<file path="config.mk">
export PLATFORM = sky130hd
export DESIGN_NAME = min_seq_sint16
export DESIGN_NICKNAME = d
export VERILOG_FILES = /design/src/rtl/min_seq_sint16_pkg.sv /design/src/rtl/min_seq_sint16_min2.sv /design/src/rtl/min_seq_sint16.sv
export SDC_FILE = /design/constraint.sdc
export NUM_CORES = 1
export LEC_CHECK = 0
export CAP_MARGIN = 15
export CORE_MARGIN = 3
export CORE_UTILIZATION = 56
export CTS_CLUSTER_SIZE = 40
export DETAILED_ROUTE_END_ITERATION = 12
export PLACE_DENSITY = 0.85
export SETUP_SLACK_MARGIN = 0.4
export SYNTH_ARGS = -nofsm -noshare
export SYNTH_HDL_FRONTEND = slang
export SYNTH_SLANG_ARGS = --single-unit
</file>
<file path="constraint.sdc">
create_clock -name clk -period 6.5 [get_ports clk]
set_input_delay 1.95 -clock clk [delete_from_list [all_inputs] [get_ports clk]]
set_output_delay 1.95 -clock clk [all_outputs]
set_load 0.03 [all_outputs]
</file>
<file path="src/rtl/min_seq_sint16_pkg.sv">
// Shared constants for the arithmetic lab min/max blocks: FSM encoding and
// default sample width / frame length.
package min_seq_sint16_pkg;

    localparam int DEF_WIDTH = 16;
    localparam int DEF_COUNT = 3;

    typedef enum logic [0:0] {
        ST_COLLECT = 1'b0,
        ST_HOLD    = 1'b1
    } state_t;

endpackage : min_seq_sint16_pkg

</file>
<file path="src/rtl/min_seq_sint16_min2.sv">
// Signed two-input minimum select; replace flags that b is strictly smaller.
// Latency: combinational.
// Backpressure: none (pure datapath).
module min2sint16 #(
    parameter int WIDTH = 16
) (
    input  logic signed [WIDTH-1:0] a,
    input  logic signed [WIDTH-1:0] b,
    output logic signed [WIDTH-1:0] min,
    output logic                    replace
);

    // Strict compare so ties keep a, which holds the earlier sample.
    assign replace = (b < a);
    assign min     = replace ? b : a;

endmodule : min2sint16

</file>
<file path="src/rtl/min_seq_sint16.sv">
// Serial signed minimum + first-occurrence index over a COUNT-sample frame.
// Latency: out_valid rises the cycle after the last sample transfer.
// Backpressure: in_ready drops while a result is held; released the cycle after out handshake.
module min_seq_sint16
    import min_seq_sint16_pkg::*;
#(
    parameter int WIDTH = DEF_WIDTH,
    parameter int COUNT = DEF_COUNT,
    parameter int IDXW  = (COUNT > 1) ? $clog2(COUNT) : 1
) (
    input  logic                    clk,
    input  logic                    reset,
    input  logic                    in_valid,
    output logic                    in_ready,
    input  logic signed [WIDTH-1:0] in_data,
    output logic                    out_valid,
    input  logic                    out_ready,
    output logic signed [WIDTH-1:0] out_min,
    output logic [IDXW-1:0]         out_idx
);

    state_t                  state;
    state_t                  state_nxt;
    logic [IDXW-1:0]         cnt;
    logic signed [WIDTH-1:0] run_min;
    logic [IDXW-1:0]         run_idx;

    logic                    take;
    logic                    first;
    logic                    last;
    logic                    replace;
    logic signed [WIDTH-1:0] cmp_min;
    logic signed [WIDTH-1:0] sel_min;
    logic [IDXW-1:0]         sel_idx;

    assign in_ready = (state == ST_COLLECT);
    assign take     = in_valid && in_ready;
    assign first    = (cnt == '0);
    assign last     = (cnt == IDXW'(COUNT - 1));

    min2sint16 #(
        .WIDTH (WIDTH)
    ) u_min2 (
        .a       (run_min),
        .b       (in_data),
        .min     (cmp_min),
        .replace (replace)
    );

    // Min/idx including the sample currently offered; the first sample of a
    // frame loads unconditionally so stale running values never leak in.
    always_comb begin
        sel_min = cmp_min;
        sel_idx = run_idx;
        if (first) begin
            sel_min = in_data;
            sel_idx = '0;
        end else if (replace) begin
            sel_idx = cnt;
        end
    end

    always_comb begin
        state_nxt = state;
        case (state)
            ST_COLLECT: if (take && last)           state_nxt = ST_HOLD;
            ST_HOLD:    if (out_valid && out_ready) state_nxt = ST_COLLECT;
            default:                                state_nxt = ST_COLLECT;
        endcase
    end

    always_ff @(posedge clk) begin
        if (reset) begin
            state <= ST_COLLECT;
        end else begin
            state <= state_nxt;
        end
    end

    always_ff @(posedge clk) begin
        if (reset) begin
            cnt       <= '0;
            run_min   <= '0;
            run_idx   <= '0;
            out_valid <= 1'b0;
            out_min   <= '0;
            out_idx   <= '0;
        end else begin
            if (take) begin
                if (last) begin
                    out_min   <= sel_min;
                    out_idx   <= sel_idx;
                    out_valid <= 1'b1;
                    cnt       <= '0;
                end else begin
                    run_min <= sel_min;
                    run_idx <= sel_idx;
                    cnt     <= cnt + IDXW'(1);
                end
            end
            if (out_valid && out_ready) begin
                out_valid <= 1'b0;
            end
        end
    end

endmodule : min_seq_sint16

</file>
==> results.json <==
{
  "status": "complete, no violations",
  "leakage_nw": 1.03,
  "htree_levels": 2,
  "layout-drive-gt1-share_pct": 6.04,
  "core.rowCount": 22,
  "core-area_um2": 3720,
  "drv_slew": 0,
  "ant_nets": 0,
  "syn_inst": 264,
  "nets": 333,
  "regToRegSetupSlack_ns": 3.14,
  "cts_setup_buffers": 0,
  "post-route-util_pct": 72.5,
  "m1WireLength_um": 2290,
  "grt_pass1_wl_um": 8440,
  "rsz0062_at_grt": "no",
  "cp_slowest_stage_delay_ns": 0.67,
  "cts_tree": "built",
  "clockBufferDepth": 2,
  "slowest_stage": "nor4_4",
  "place_worst_setup_slack_ns": 1.11,
  "io_pins": 40,
  "setup_tns_ns": 0,
  "syn_area_um2": 2180,
  "crit_chain": "clkdlybuf4s50_1, ha_1, and3_1, o311a_1, o21a_2, o311a_1, nor4_4, buf_4, mux2i_1",
  "r2r_start": "run_min[6]",
  "wl_met3_um": 258,
  "setup-violations-final": 0,
  "hold_class": "reg2reg",
  "yosysWarnings": 0,
  "diodes": 0,
  "skew_ns": 0.00566,
  "synthArstFlopShare_pct": 0,
  "die_h_um": 68.4,
  "layout_min_cycle_time_ns": 5.10,
  "root_buffer": "clkbuf_8",
  "grt_max_degree": 50,
  "die_w_um": 68.4,
  "swShare_pct": 29.3,
  "p_int_uw": 383,
  "hp-start": "out_idx[0]",
  "slew_headroom_pct": 48.6,
  "synth_cell_types": 37,
  "ctsHoldBuffers": 0,
  "place_congestion": 0.822,
  "dr.pass1.iters": 5,
  "hold_viol": 0,
  "power_uw": 542,
  "path_common_cell": "o311a_1",
  "cp_top_family": "compound AO/OA/AOI/OAI gates",
  "fin_crit_sh_pct": 78.5,
  "synth_seq_cells": 40,
  "clock_latency_ns": 0.29,
  "worst-endpoint-arrival_ns": 5.32,
  "top_layer": "met4",
  "synthFlopType": "dfxtp_1",
  "cp-start-kind": "primary input",
  "final_cell_count_no_fill": 346,
  "die-area_um2": 4680,
  "clock_sinks": 40,
  "track_usage_pct": 23.7,
  "required_ns": 6.72,
  "crit_fanout": 16,
  "tightest_slew_ns": 0.771,
  "crit_type": "in2reg",
  "worst_slack_ns": 1.40,
  "clock.fmax_mhz": 196,
  "numCtsBuffers": 5,
  "antenna_found_initial": 0,
  "synth_nets": 299,
  "port_buffers": 39,
  "wl_um": 4970,
  "drc": 0,
  "maxCapViolCount": 0,
  "clockPowerShare_pct": 28.5,
  "placed_cells": 337,
  "seqPwrFrac_pct": 49.5,
  "overflow": 0,
  "layout-area-overhead-vs-synth_pct": 23.5,
  "path_clk_slew_ns": 0.07,
  "synth_edf_count": 0,
  "power_density_nw_per_um2": 201,
  "initial_utilization_pct": 58.7,
  "endpoint_kind": "flip-flop",
  "final_cell_mix": "40 x dfxtp_1, 39 x nand2_1, 39 x clkdlybuf4s50_1, 24 x nor2_1, 19 x o21ai_0",
  "cp-startpoint": "in_data[6]",
  "power_switching_uw": 158,
  "cts-resized-gates": 0,
  "via_per_inst": 5.74,
  "avgRoutedWirePerCell_um": 14.4,
  "p_comb_share_pct": 21.9,
  "wl_met2_um": 2360,
  "drtIter0Drc": 122,
  "ir_drop_mv": 0.148,
  "path_buf_inv": 2,
  "dr_total_vias": 1985,
  "yosysSeqAreaShare_pct": 36.7,
  "grt_pass1_vias": 1860,
  "dp_hpwl_um": 3420,
  "final_common_cell": "dfxtp_1",
  "synth.avg_cell_area_um2": 8.26
}
-- Yosys cell counts (2+ instances only) --
cell / number / area, um^2
o211ai_1: 2 / 15.0
nor2b_1: 2 / 12.5
mux2i_1: 17 / 170
a31oi_1: 2 / 12.5
o21ai_0: 19 / 95.1
a211oi_1: 16 / 120
nand4_1: 2 / 12.5
o311a_1: 2 / 20.0
nand2b_1: 2 / 12.5
a21oi_1: 10 / 50.1
nand2_1: 39 / 146
inv_1: 17 / 63.8
and3_1: 2 / 12.5
buf_6: 2 / 22.5
dfxtp_1: 40 / 801
nor2_1: 24 / 90.1
and4_1: 2 / 17.5
clkbuf_1: 15 / 56.3
ha_1: 15 / 188
nor4_1: 17 / 106
-- registers in the layout, summed over array words and instances, names as in the netlist --
name,flops
out_min,16
out_valid,1
run_min,16
cnt,2
out_idx,2
run_idx,2
state,1
-- logic make-up after synthesis --
group                      share of synthesized area [%]
AOI/OAI and AO/OA                                   17.7
adders and majority gates                           8.61
buffers and inverters                               6.77
DFF                                                 36.7
muxes                                               8.32
and+or+nand+nor                                     21.8
-- final cells by class --
| type | instances | area, um^2 |
|---|---|---|
| fillers | 288 | 1020 |
| well taps | 48 | 60.1 |
| multi-input cells | 189 | 1230 |
| flip-flops and latches | 40 | 801 |
| repair buffers | 45 | 459 |
| clock inverters | 1 | 5.00 |
| inverters | 17 | 63.8 |
| clock buffers | 6 | 72.6 |
-- final timing paths --
kind,end,cells after the start
setup reg to reg,run_min[11],9
setup / recovery,run_min[11],9
hold reg to reg,out_idx[0],2
hold / removal,out_idx[0],2
-- power groups by stage --
stage          registers [mW]  clock network, mW  logic (mW)
2_1_floorplan           0.277                  0      0.0755
3_3_place_gp            0.273                  0       0.114
3_5_place_dp            0.274                  0       0.116
4_1_cts                 0.268              0.157       0.118
5_1_grt                 0.270              0.167       0.132
6_report                0.268              0.155       0.119
-- layer usage --
layer,up-vias,GRT usage [%]
met1,912,30.1
li1,1013,-
met4,0,5.96
met3,7,5.58
met5,-,0
met2,53,40.2
-- through the flow --
| stage | hold WS (ns) | instance area, um^2 |
|---|---|---|
| 2_1_floorplan | 0.448 | 2180 |
| 3_3_place_gp | 0.450 | 2580 |
| 3_5_place_dp | 0.457 | 2580 |
| 4_1_cts | 0.472 | 2650 |
| 5_1_grt | 0.494 | 2690 |
| 6_report | 0.469 | 2690 |
-- tightest hold or removal path, cell delays in order (launching register included) --
cell	delay, ns
dfxtp_1	0.32
nand2_1	0.06
a21oi_1	0.05
Note: power is estimated with default switching activity, not from simulation.
